**config.mk**
```make
export PLATFORM = sky130hd
export DESIGN_NAME = dco_freq_lock_ctrl_flat
export DESIGN_NICKNAME = d
export VERILOG_FILES = /design/src/rtl/dco_freq_lock_ctrl_if.sv /design/src/rtl/dco_freq_lock_ctrl.sv /design/src/flat_wrapper.sv
export SDC_FILE = /design/constraint.sdc
export NUM_CORES = 1
export LEC_CHECK = 0
export CORE_ASPECT_RATIO = 1.5
export CORE_MARGIN = 4
export CORE_UTILIZATION = 59
export DETAILED_ROUTE_END_ITERATION = 6
export GPL_TIMING_DRIVEN = 0
export PLACE_DENSITY_LB_ADDON = 0.05
export REMOVE_ABC_BUFFERS = 1
export SKIP_LAST_GASP = 1
export SYNTH_ARGS = -nofsm -noshare
export SYNTH_HDL_FRONTEND = slang
export SYNTH_SLANG_ARGS = --single-unit
```
**constraint.sdc**
```tcl
create_clock -name clock -period 8.14 [get_ports clock]
set_input_delay 1.221 -clock clock [delete_from_list [all_inputs] [get_ports clock]]
set_output_delay 1.221 -clock clock [all_outputs]
set_load 0.005 [all_outputs]
```
**src/rtl/dco_freq_lock_ctrl_if.sv**
```systemverilog
// Control/status bundle between the PLL top and the DCO frequency-lock controller.
// The clock and reset stay outside the bundle.
interface dco_freq_lock_ctrl_if #(
    parameter int CNT_W = 8
);
    logic             enable;
    logic             osc;
    logic [CNT_W-1:0] div;
    logic [25:0]      trim;
    logic [4:0]       tval;
    logic [CNT_W-1:0] meas;
    logic             locked;

    modport master (
        output enable, osc, div,
        input  trim, tval, meas, locked
    );

    modport slave (
        input  enable, osc, div,
        output trim, tval, meas, locked
    );
endinterface

```
**src/rtl/dco_freq_lock_ctrl.sv**
```systemverilog
// Frequency-lock loop for the trimmable ring oscillator. It counts DCO cycles per
// reference period and steps a thermometer trim word toward the programmed ratio.
module dco_freq_lock_ctrl #(
    parameter int CNT_W      = 8,
    parameter int TVAL_MAX   = 26,
    parameter int TVAL_RESET = 13,
    parameter int DEADBAND   = 1,
    parameter int LOCK_N     = 4
) (
    input  logic              clock,
    input  logic              reset,
    dco_freq_lock_ctrl_if.slave bus
);
    localparam int SW = CNT_W + 2;
    localparam int LW = $clog2(LOCK_N + 1);

    localparam logic [CNT_W-1:0] CNT_MAX  = {CNT_W{1'b1}};
    localparam logic [4:0]       TV_MAX   = 5'(TVAL_MAX);
    localparam logic [4:0]       TV_RST   = 5'(TVAL_RESET);
    localparam logic [SW-1:0]    DB       = SW'(DEADBAND);
    localparam logic [LW-1:0]    LOCK_TOP = LW'(LOCK_N);

    // Primary bit of every stage is applied before its secondary bit.
    function automatic logic [25:0] trim_decode(input logic [4:0] tv);
        logic [13:0] ones;
        logic [12:0] prim;
        logic [12:0] sec;
        if (tv <= 5'd13) begin
            ones = (14'd1 << tv) - 14'd1;
            prim = ones[12:0];
            sec  = 13'd0;
        end else begin
            ones = (14'd1 << (tv - 5'd13)) - 14'd1;
            prim = 13'h1FFF;
            sec  = ones[12:0];
        end
        return {sec, prim};
    endfunction

    logic [2:0]       sync_r;
    logic [CNT_W-1:0] cnt_r;
    logic [CNT_W-1:0] meas_r;
    logic [CNT_W-1:0] meas_prev_r;
    logic [1:0]       nval_r;
    logic             dec_r;
    logic [4:0]       tval_r;
    logic [LW-1:0]    lcnt_r;
    logic             locked_r;
    logic [25:0]      trim_r;

    logic             ev_s;
    logic [SW-1:0]    sum_s;
    logic [SW-1:0]    tgt_s;
    logic             fast_s;
    logic             slow_s;

    assign ev_s = sync_r[1] & ~sync_r[2];

    // Two-period sum against twice the ratio, widened so no term can overflow.
    always_comb begin
        sum_s  = {2'b00, meas_r} + {2'b00, meas_prev_r};
        tgt_s  = {1'b0, bus.div, 1'b0};
        fast_s = 1'b0;
        slow_s = 1'b0;
        if (sum_s > (tgt_s + DB)) begin
            fast_s = 1'b1;
        end else if ((sum_s + DB) < tgt_s) begin
            slow_s = 1'b1;
        end else begin
            fast_s = 1'b0;
            slow_s = 1'b0;
        end
    end

    // Reference synchroniser; keeps running while the loop is disabled.
    always_ff @(posedge clock) begin
        if (reset) begin
            sync_r <= 3'b000;
        end else begin
            sync_r <= {sync_r[1:0], bus.osc};
        end
    end

    // Period measurement, step decision and lock counting.
    always_ff @(posedge clock) begin
        if (reset) begin
            cnt_r       <= {CNT_W{1'b0}};
            meas_r      <= {CNT_W{1'b0}};
            meas_prev_r <= {CNT_W{1'b0}};
            nval_r      <= 2'd0;
            dec_r       <= 1'b0;
            tval_r      <= TV_RST;
            lcnt_r      <= {LW{1'b0}};
        end else if (!bus.enable) begin
            cnt_r  <= {CNT_W{1'b0}};
            nval_r <= 2'd0;
            dec_r  <= 1'b0;
            lcnt_r <= {LW{1'b0}};
        end else begin
            // The first two events only prime meas/meas_prev with whole periods.
            dec_r <= ev_s && (nval_r == 2'd2);
            if (ev_s) begin
                meas_r      <= cnt_r;
                meas_prev_r <= meas_r;
                cnt_r       <= {{(CNT_W-1){1'b0}}, 1'b1};
                nval_r      <= (nval_r == 2'd2) ? 2'd2 : nval_r + 2'd1;
            end else if (cnt_r != CNT_MAX) begin
                cnt_r <= cnt_r + {{(CNT_W-1){1'b0}}, 1'b1};
            end else begin
                cnt_r <= cnt_r;
            end
            if (dec_r) begin
                if (fast_s) begin
                    lcnt_r <= {LW{1'b0}};
                    tval_r <= (tval_r == TV_MAX) ? tval_r : tval_r + 5'd1;
                end else if (slow_s) begin
                    lcnt_r <= {LW{1'b0}};
                    tval_r <= (tval_r == 5'd0) ? tval_r : tval_r - 5'd1;
                end else begin
                    lcnt_r <= (lcnt_r == LOCK_TOP) ? lcnt_r : lcnt_r + {{(LW-1){1'b0}}, 1'b1};
                end
            end else begin
                lcnt_r <= lcnt_r;
            end
        end
    end

    // Registered trim word and lock flag, one cycle behind tval/lcnt.
    always_ff @(posedge clock) begin
        if (reset) begin
            trim_r   <= trim_decode(TV_RST);
            locked_r <= 1'b0;
        end else if (!bus.enable) begin
            trim_r   <= trim_decode(tval_r);
            locked_r <= 1'b0;
        end else begin
            trim_r   <= trim_decode(tval_r);
            locked_r <= (lcnt_r == LOCK_TOP);
        end
    end

    assign bus.trim   = trim_r;
    assign bus.tval   = tval_r;
    assign bus.meas   = meas_r;
    assign bus.locked = locked_r;
endmodule
```
**src/flat_wrapper.sv**
```systemverilog
// flat-port wrapper written by rule: the top's interface ports become plain ports
module dco_freq_lock_ctrl_flat 
#(
    parameter int CNT_W      = 8,
    parameter int TVAL_MAX   = 26,
    parameter int TVAL_RESET = 13,
    parameter int DEADBAND   = 1,
    parameter int LOCK_N     = 4
)
  (clock, reset, bus_enable, bus_osc, bus_div, bus_trim, bus_tval, bus_meas, bus_locked);
  dco_freq_lock_ctrl_if #(.CNT_W(CNT_W)) bus_i ();
  input  logic clock;
  input  logic reset;
  input wire logic [$bits(bus_i.enable)-1:0] bus_enable;
  input wire logic [$bits(bus_i.osc)-1:0] bus_osc;
  input wire logic [$bits(bus_i.div)-1:0] bus_div;
  output wire logic [$bits(bus_i.trim)-1:0] bus_trim;
  output wire logic [$bits(bus_i.tval)-1:0] bus_tval;
  output wire logic [$bits(bus_i.meas)-1:0] bus_meas;
  output wire logic [$bits(bus_i.locked)-1:0] bus_locked;
  assign bus_i.enable = bus_enable;
  assign bus_i.osc = bus_osc;
  assign bus_i.div = bus_div;
  assign bus_trim = bus_i.trim;
  assign bus_tval = bus_i.tval;
  assign bus_meas = bus_i.meas;
  assign bus_locked = bus_i.locked;
  dco_freq_lock_ctrl #(.CNT_W(CNT_W), .TVAL_MAX(TVAL_MAX), .TVAL_RESET(TVAL_RESET), .DEADBAND(DEADBAND), .LOCK_N(LOCK_N)) u_core (.clock(clock), .reset(reset), .bus(bus_i));
endmodule
```
==> metrics.md, run 1 <==
| Metric | Value |
|---|---|
| Initial DRC count | `159` |
| Postcts setup bufs | `0` |
| Slew at the pin closest to its max-slew limit | `1.14 ns` |
| Internal power | `0.478 mW` |
| MaxCap Viol Count | `0` |
| Area grow syn2layout | `19.6%` |
| Synth cell types | `51` |
| Startpoint types | `flip-flop` |
| Worst vdd ir | `0.000134 V` |
| Syn avg cell area | `8.08 um2` |
| Layout Nets | `545` |
| Layout cell share with drive strength beyond 1 | `6.57%` |
| Clock Path Buffers | `2` |
| CP required | `8.32 ns` |
| CTS Hold Bufs | `0` |
| Core Region | `0.00609 mm2` |
| Mux contribution to synthesized area | `1.09%` |
| Total grt overflow | `0` |
| Combinational fraction of design power | `3.5%` |
| Vias per cell | `5.79` |
| Global router's overall resource usage | `23.9%` |
| Hold Crit Class | `flip-flop to flip-flop` |
| Port bufs | `51` |
| Post-synthesis simple-gate area fraction | `21.0%` |
| Root buffer cell | `clkbuf_8` |
| Power Total | `0.619 mW` |
| Post-synthesis xor/xnor area fraction | `4.04%` |
| Flop pwr share | `51.7%` |
| Seq/Total Area, Yosys | `35.3%` |
| P_leak | `1.85 nW` |
| Post-route DRC | `0` |
| RSZ-0062 raised after global routing | `false` |
| Sw frac | `22.7%` |
| Die Height | `105 um` |
| CTS clk-pin slew, worst paths | `0.07 ns` |
| Antenna violations before repair | `0` |
| Final setup fails | `0` |
| Largest net degree at the start of global routing | `31` |
| Fin crit share | `57.9%` |
| Clk sinks | `65` |
| Total CTS buffers | `9` |
| Reg2reg start | `u_core.bus.meas[0]` |
| Number of flops mapped to enable cells by yosys | `0` |
| Crit path kind | `flip-flop to flip-flop` |
| Syn. warnings | `0` |
| Resize count post-CTS | `0` |
| Die W | `72.5 um` |
| Pre-antenna DRT Iters | `5` |
| Gpl congestion | `0.882` |
| Ratio of total power to cell area | `141 mW/mm2` |
| Compound-Gate Fraction of Synth Area | `20.6%` |
| Detail Route Antenna Nets | `0` |
| Skew final | `0.00865 ns` |
| Setup_tns | `0 ns` |
| Cell Rows | `35` |
| Most common cell after layout, fill and taps aside | `dfxtp_1` |
| Most frequent cells in the layout | `dfxtp_1, nand2_1, clkdlybuf4s50_1` |
| Clock Latency Late Sink | `0.34 ns` |
| DP Wirelength | `6300 um` |
| Post-Synthesis Cells | `456` |
| Fmax | `212 MHz` |
| Run status | `complete, no violations` |
| CP Max Fanout | `8` |
| CTS H-Tree Depth | `3` |
| Routed wire length per instance | `14.9 um` |
| Final hold vios | `0` |
| CTS tree | `yes` |
| Period minus WS final | `4.71 ns` |
| Max_slew headroom | `23.9%` |
| Area share of fa/ha/maj cells after synthesis | `12.6%` |
| Antenna Cells | `0` |
| Number of global-route vias before repair | `3,291` |
| Mapped Area | `0.00368 mm2` |
| Die footprint | `0.00760 mm2` |
| Sw Pwr | `0.141 mW` |
| Asr flop ratio synth | `0%` |
| First-pass GRT wire length | `14,600 um` |
| Largest family of logic cells by synthesized area | `simple AND/OR/NAND/NOR gates` |
| Crit path DAT | `4.89 ns` |
| Critical path origin | `u_core.bus.meas[0]` |
| Final Slew Violations | `0` |
| HP Start | `u_core.sync_r[0]` |
| Vias | `3,335` |
| Seq cells post-synth | `65` |
| Critical path endpoint category | `flip-flop` |
| IO Pins | `52` |
| WL final | `8570 um` |
| Main synth FF type | `dfxtp_1` |
| Initial Util | `60.5%` |
| Clock Power Share | `44.8%` |
cell families after synthesis:
group / count (synthesis)
AO/OA/AOI/OAI: 115
XOR/XNOR: 17
adder cells (fa/ha/maj): 36
buffers and inverters: 50
flip-flops: 65
multiplexers: 4
AND/OR/NAND/NOR: 169
power groups by stage:
stage               logic, mW  registers (mW)  clock network, mW
floorplan              0.0104           0.327                  0
global placement       0.0207           0.327                  0
detailed placement     0.0216           0.327                  0
CTS                    0.0217           0.320              0.283
global route           0.0242           0.320              0.298
finish                 0.0216           0.320              0.278
per-stage QoR:
stage          hold WS [ns]  util [%]  instances  cell area (um2)  worst slack, ns
2_1_floorplan         0.414         -        435             3600             4.10
4_1_cts               0.461      72.4        576             4400             3.40
3_5_place_dp          0.451      69.0        560             4200             3.43
5_1_grt               0.488      72.4        576             4400             3.01
6_report              0.458      72.4        576             4400             3.43
3_3_place_gp          0.446      69.0        560             4200             3.53
registers in the layout (all words and copies together), names as in the netlist:
signal and count:
u_core.bus.meas 8, u_core.bus.trim 26, u_core.bus.locked 1, u_core.meas_prev_r 8, u_core.bus.tval 5, u_core.sync_r 3, u_core.dec_r 1, u_core.nval_r 2
u_core.cnt_r 8, u_core.lcnt_r 3
per-layer routing:
metal	vias up	track usage (%)	part of all wire, %
met1	1562	25.8	40
met2	92	43.7	55
met3	15	4.14	3.0
met4	0	10.8	1.7
li1	1666	-	-
met5	-	0	0
critical path, cell delays in order, from the launching register on:
cell      delay, ns
dfxtp_1        0.38
ha_1           0.22
inv_1          0.06
fa_1           0.39
nand2b_1       0.17
a21oi_2        0.17
a31oi_1        0.13
xor2_1         0.37
inv_1          0.14
ha_1           0.30
nand3_1        0.12
nor3_1         0.06
a21o_1         0.16
a21oi_2        0.31
inv_1          0.17
ha_1           0.35
a21o_1         0.19
a21oi_1        0.30
nor3_1         0.10
a21o_1         0.18
a22oi_1        0.17
o211ai_1       0.10
final cells by class:
class	instances	area, um2
clock buffer	10	138
clock inverter	6	67.6
fill	501	1680
inverter	29	109
multi-input combinational	341	2190
sequential	65	1300
tap	74	92.6
timing repair buffer	51	510
path summary, 6_finish.rpt:
kind	to	slack, ns	cells after the start
setup reg to reg	u_core.bus.tval[4]	3.43	21
hold / removal	u_core.sync_r[1]	0.46	1
hold reg to reg	u_core.sync_r[1]	0.46	1
setup / recovery	u_core.bus.tval[4]	3.43	21
Yosys cell counts (all sizes together) (5+ instances only):
cell	instances	area share, %
a211oi	9	2.0
a21o	11	2.2
a21oi	47	6.6
and3	10	1.8
clkbuf	19	1.9
dfxtp	65	35
ha	34	12
inv	28	2.9
nand2	62	6.3
nand2b	5	0.85
nand3	16	2.2
nor2	42	4.3
nor2b	6	1.0
nor3	12	1.6
o21a	5	1.0
o21ai	19	2.6
xnor2	8	1.9
xor2	9	2.1
No activity file was read; power rests on OpenSTA's default activity.
==> run 2: changes to the inputs <==
Settings changed: CORE_UTILIZATION 59 to 55.
Clock period 8.14 ns to 4.9 ns, I/O delays scaled along.
==> metrics.md, run 2 (synthesized netlist as in run 1, its figures left out) <==
| Metric | Value |
|---|---|
| Gpl congestion | `0.861 (-2.4%)` |
| Global router's overall resource usage | `22.2% (-1.7 points)` |
| Initial Util | `56.8% (-3.7 points)` |
| Worst vdd ir | `0.000204 V (+52%)` |
| Critical path endpoint category | `flip-flop` |
| CP required | `5.08 ns (-3.24 ns)` |
| Post-route DRC | `0 (unchanged)` |
| Antenna violations before repair | `0 (unchanged)` |
| Most frequent cells in the layout | `dfxtp_1, nand2_1, clkdlybuf4s50_1` |
| Crit path DAT | `4.67 ns (-0.22 ns)` |
| Critical path origin | `u_core.bus.meas[0]` |
| Number of global-route vias before repair | `3,218 (-2.2%)` |
| Max_slew headroom | `26.7% (+2.8 points)` |
| Ratio of total power to cell area | `216 mW/mm2 (+53%)` |
| GRT met1 Usage | `22.6% (-3.2 points)` |
| Hold Crit Class | `flip-flop to flip-flop` |
| Max FFs per register | `26 (unchanged)` |
| Fmax | `223 MHz (+5.1%)` |
| Final Slew Violations | `0 (unchanged)` |
| Core Util, Final | `67.8% (-4.6 points)` |
| Die Height | `108 um (+3.3%)` |
| GR peak layer | `met2` |
| DP Wirelength | `6230 um (-1.1%)` |
| P_leak | `1.83 nW (-1.2%)` |
| Total CTS buffers | `9 (unchanged)` |
| Final setup fails | `0 (unchanged)` |
| GRT met3 Usage | `4.93% (+0.79 points)` |
| Layout cell share with drive strength beyond 1 | `6.97% (+0.40 points)` |
| Fin cells | `578 (+0.35%)` |
| Detail Route Antenna Nets | `0 (unchanged)` |
| Cell Rows | `36 (+2.9%)` |
| Final hold vios | `0 (unchanged)` |
| Clk sinks | `65 (unchanged)` |
| Power Total | `0.949 mW (+53%)` |
| MaxCap Viol Count | `0 (unchanged)` |
| Startpoint types | `flip-flop` |
| WL final | `8400 um (-2.0%)` |
| Setup_tns | `0 ns (unchanged)` |
| Total grt overflow | `0 (unchanged)` |
| Pre-antenna DRT Iters | `4 (-1)` |
| Core Region | `0.00649 mm2 (+6.6%)` |
| Antenna Cells | `0 (unchanged)` |
| Run status | `complete, no violations` |
| Area grow syn2layout | `19.4%` |
| RSZ-0062 raised after global routing | `false` |
| Most common cell after layout, fill and taps aside | `dfxtp_1` |
| Clock Latency Late Sink | `0.34 ns (about the same)` |
| Die footprint | `0.00810 mm2 (+6.6%)` |
| Path depth of the worst reg2reg path | `21 (unchanged)` |
| First-pass GRT wire length | `14,100 um (-3.5%)` |
| CTS Hold Bufs | `0 (unchanged)` |
| Routed wire length per instance | `14.5 um (-2.3%)` |
| Clock Path Buffers | `2 (unchanged)` |
| CTS tree | `yes` |
| Min-Delay Path Depth | `1 (unchanged)` |
| HP Start | `u_core.sync_r[0]` |
| CP Max Fanout | `8 (unchanged)` |
| Reg2reg start | `u_core.bus.meas[0]` |
| Placed cell count | `562 (+0.36%)` |
| Period minus WS final | `4.48 ns (-0.228 ns)` |
| Port bufs | `51 (unchanged)` |
| Vias | `3,329 (-0.18%)` |
| Layout Nets | `545 (unchanged)` |
| CTS clk-pin slew, worst paths | `0.07 ns (about the same)` |
| Die W | `74.8 um (+3.2%)` |
| Largest net degree at the start of global routing | `31 (unchanged)` |
| IO Pins | `52 (unchanged)` |
| Initial DRC count | `140 (-12%)` |
| Slew at the pin closest to its max-slew limit | `1.10 ns (-0.0419 ns)` |
| Fin crit share | `91.5% (+34 points)` |
| CTS H-Tree Depth | `3 (unchanged)` |
| M2 GR Usage | `42.1% (-1.6 points)` |
| Vias per cell | `5.76 (-0.53%)` |
| Root buffer cell | `clkbuf_8` |
| Skew final | `0.00614 ns (-0.00251 ns)` |
| Crit path kind | `flip-flop to flip-flop` |
-- run 2: report_power, final --
group          internal, mW  switching [mW]  total (mW)  leakage, nW
Clock                 0.182           0.200       0.382       0.0753
Sequential            0.530         0.00132       0.532        0.525
Combinational        0.0154          0.0200      0.0353         1.23
-- run 2: repair_timing --
item,CTS,global route
setup endpoints to repair,0,1
gates resized for setup,0,5
endpoints found under the hold margin,0,0
buffers inserted,0,0
-- run 2: critical path: stages (launching register included) --
cell	delay, ns
dfxtp_1	0.39
ha_1	0.21
inv_1	0.06
fa_1	0.39
nand2b_1	0.18
a21oi_2	0.19
a31oi_1	0.17
xor2_2	0.29
inv_1	0.11
ha_1	0.20
a21o_1	0.18
a21oi_1	0.29
a21o_1	0.21
a21oi_4	0.07
inv_1	0.15
ha_1	0.28
a21o_1	0.20
a21oi_2	0.22
nor3_1	0.08
a21o_1	0.19
a22oi_1	0.18
o211ai_1	0.10
-- run 2: path summary, 6_finish.rpt --
path                             end  slack, ns
setup / recovery  u_core.bus.tval[4]       0.42
hold / removal      u_core.sync_r[1]       0.44
setup reg to reg  u_core.bus.tval[4]       0.42
hold reg to reg     u_core.sync_r[1]       0.44
-- run 2: through the flow --
step | hold slack [ns] | instance area (um2) | worst slack [ns]
after global routing | 0.470 | 4400 | 0.00349
after floorplan | 0.414 | 3600 | 0.865
final | 0.442 | 4400 | 0.416
after global placement | 0.421 | 4200 | 0.251
after detailed placement | 0.426 | 4200 | 0.198
after CTS | 0.447 | 4370 | 0.172
-- run 2: final cells by class --
cell class / instances / area (um2)
clock buffer: 11 / 131
clock inverter: 5 / 32.5
fill: 584 / 2090
inverter: 29 / 109
multi-input combinational: 341 / 2220
sequential: 65 / 1300
tap: 76 / 95.1
timing repair buffer: 51 / 510
-- run 2: per-layer routing --
| metal | vias to the layer above | share of wire, % | wire length (um) |
|---|---|---|---|
| met2 | 87 | 56 | 4670 |
| met3 | 14 | 4.4 | 366 |
| li1 | 1669 | - | - |
| met1 | 1559 | 38 | 3220 |
| met4 | 0 | 1.6 | 138 |
| met5 | - | 0 | 0 |
==> run 3: changes to the inputs <==
Settings changed: SETUP_SLACK_MARGIN from default to 0.4.
==> metrics.md, run 3 (synthesized netlist as in run 1, its figures left out) <==
| Metric | Value |
|---|---|
| Final hold vios | `0 (unchanged)` |
| RSZ-0062 raised after global routing | `false` |
| Layout cell share with drive strength beyond 1 | `9.09% (+2.1 points)` |
| Initial DRC count | `132 (-5.7%)` |
| Port bufs | `51 (unchanged)` |
| First-pass GRT wire length | `14,200 um (+0.64%)` |
| Placed cell count | `562 (unchanged)` |
| Register area | `0.00130 mm2 (about the same)` |
| Most used cell, CP | `a21o_1` |
| Die footprint | `0.00810 mm2 (unchanged)` |
| CTS Hold Bufs | `0 (unchanged)` |
| Run status | `complete, no violations` |
| IO Pins | `52 (unchanged)` |
| Clock Power Share | `40.1% (about the same)` |
| Area grow syn2layout | `21.7%` |
| Fin cells | `582 (+0.69%)` |
| Ratio of total power to cell area | `211 mW/mm2 (-2.1%)` |
| Layout Nets | `549 (+0.73%)` |
| Die Height | `108 um (unchanged)` |
| Core Util, Final | `69.1% (+1.3 points)` |
| Antenna Cells | `0 (unchanged)` |
| Antenna violations before repair | `0 (unchanged)` |
| Footprint of the multi-input gates | `0.00227 mm2 (+2.4%)` |
| MaxCap Viol Count | `0 (unchanged)` |
| Most common cell after layout, fill and taps aside | `dfxtp_1` |
| Initial Util | `56.8% (unchanged)` |
| Met3 WL | `382 um (+4.4%)` |
| Max stage delay on crit path | `0.39 ns (about the same)` |
| Vias | `3,329 (unchanged)` |
| Final setup fails | `0 (unchanged)` |
| Critical path endpoint category | `flip-flop` |
| Worst vdd ir | `0.000204 V (about the same)` |
| Detail Route Antenna Nets | `0 (unchanged)` |
| R2R Setup Slk | `0.69 ns (+0.27 ns)` |
| Routed wire length per instance | `14.6 um (+0.78%)` |
| Global router's overall resource usage | `22.3% (+0.14 points)` |
| DP Wirelength | `6230 um (unchanged)` |
| Clock Latency Late Sink | `0.33 ns (about the same)` |
| Final Slew Violations | `0 (unchanged)` |
| Fin crit share | `86.0% (-5.5 points)` |
| Root buffer cell | `clkbuf_8` |
| Max_slew headroom | `27.0% (+0.31 points)` |
| Startpoint types | `flip-flop` |
| Vias per cell | `5.72 (-0.69%)` |
| Crit path DAT | `4.39 ns (-0.28 ns)` |
| Met1 WL | `3210 um (-0.19%)` |
| CP cell instances | `ha_2, inv_1, fa_1, nand2b_1, a21oi_4, a31oi_4, xor2_2, inv_1, ha_1, a21o_1, a21oi_2, a21o_1, a21oi_4, inv_2, ha_4, a21o_1, a21oi_4, nor3_1, a21o_1, a22oi_1, o211ai_1` |
| Sw Pwr | `0.219 mW (-0.86%)` |
| Crit path kind | `flip-flop to flip-flop` |
| Power Total | `0.947 mW (-0.18%)` |
| Post-route DRC | `0 (unchanged)` |
| Clk sinks | `65 (unchanged)` |
| Number of global-route vias before repair | `3,258 (+1.2%)` |
| Cell Rows | `36 (unchanged)` |
| Most frequent cells in the layout | `dfxtp_1, nand2_1, clkdlybuf4s50_1` |
| Max FFs per register | `26 (unchanged)` |
| Setup_tns | `0 ns (unchanged)` |
| Internal power | `0.727 mW (about the same)` |
| Flop pwr share | `56.1% (about the same)` |
| CP Max Fanout | `6 (-2)` |
| Core Region | `0.00649 mm2 (unchanged)` |
| Total CTS buffers | `9 (unchanged)` |
| Slew at the pin closest to its max-slew limit | `1.09 ns (-0.00468 ns)` |
| CTS clk-pin slew, worst paths | `0.07 ns (about the same)` |
| Sw frac | `23.2% (-0.16 points)` |
| Highest metal used | `met4` |
| Total grt overflow | `0 (unchanged)` |
| Skew final | `0.00596 ns (-0.000177 ns)` |
| Largest net degree at the start of global routing | `31 (unchanged)` |
| Fill cell total of the finished layout | `574 (-1.7%)` |
| P_leak | `1.85 nW (+1.3%)` |
| CP required | `5.08 ns (about the same)` |
| Die W | `74.8 um (unchanged)` |
| Routed length on met2 | `4800 um (+2.6%)` |
| Fmax | `237 MHz (+6.4%)` |
| WL final | `8520 um (+1.5%)` |
| Period minus WS final | `4.21 ns (-0.271 ns)` |
| CTS H-Tree Depth | `3 (unchanged)` |
| Hold Crit Class | `flip-flop to flip-flop` |
| CTS tree | `yes` |
| Pre-antenna DRT Iters | `4 (unchanged)` |
| Gpl congestion | `0.861 (unchanged)` |
| Clock Path Buffers | `2 (unchanged)` |
| Combinational fraction of design power | `3.8% (about the same)` |
| Slowest stage cell, crit path | `fa_1` |
-- run 3: timing repair --
item | 4_1_cts | 5_1_grt
cloned | 0 | 0
pin swaps | 0 | 2
setup endpoints to repair | 1 | 2
gates resized for setup | 5 | 10
setup buffers | 0 | 4
-- run 3: per-stage QoR --
stage	hold slack, ns	setup slack (ns)	area (um2)
after floorplan	0.414	0.865	3600
after global placement	0.421	0.251	4200
after detailed placement	0.426	0.198	4200
after CTS	0.447	0.416	4400
after global routing	0.470	0.387	4480
final	0.442	0.688	4480
-- run 3: power groups by stage --
stage / Sequential, mW / Combinational [mW] / Clock (mW)
global route: 0.532 / 0.0402 / 0.408
CTS: 0.531 / 0.0356 / 0.387
global placement: 0.543 / 0.0345 / 0
finish: 0.532 / 0.0355 / 0.380
detailed placement: 0.544 / 0.0353 / 0
floorplan: 0.543 / 0.0172 / 0
-- run 3: layout make-up --
| cell class | instances | share of cell area (%) |
|---|---|---|
| multi-input combinational | 341 | 50.7 |
| sequential | 65 | 29.1 |
| timing repair buffer | 55 | 12.1 |
| clock buffer | 11 | 2.93 |
| inverter | 29 | 2.43 |
| tap | 76 | 2.12 |
| clock inverter | 5 | 0.726 |
-- run 3: metal layers --
metal	global-route usage, %	up-vias
met4	8.65	0
met2	42.6	89
met5	0	-
met1	22.5	1555
li1	-	1674
met3	4.93	11
-- run 3: path summary, 6_finish.rpt --
check / startpoint / to / depth (start not counted)
setup / recovery: u_core.bus.meas[0] / u_core.bus.tval[4] / 21
hold / removal: u_core.sync_r[0] / u_core.sync_r[1] / 1
hold reg to reg: u_core.sync_r[0] / u_core.sync_r[1] / 1
setup reg to reg: u_core.bus.meas[0] / u_core.bus.tval[4] / 21
-- run 3: critical path: cells and delay by family, from the launching register on --
family	cells	cell delay (ns)
AOI/OAI and AO/OA	11	1.89
xor gates and xnor gates	1	0.27
adders and majority gates	4	0.99
buffers and inverters	3	0.27
DFF	1	0.36
and+or+nand+nor	2	0.27
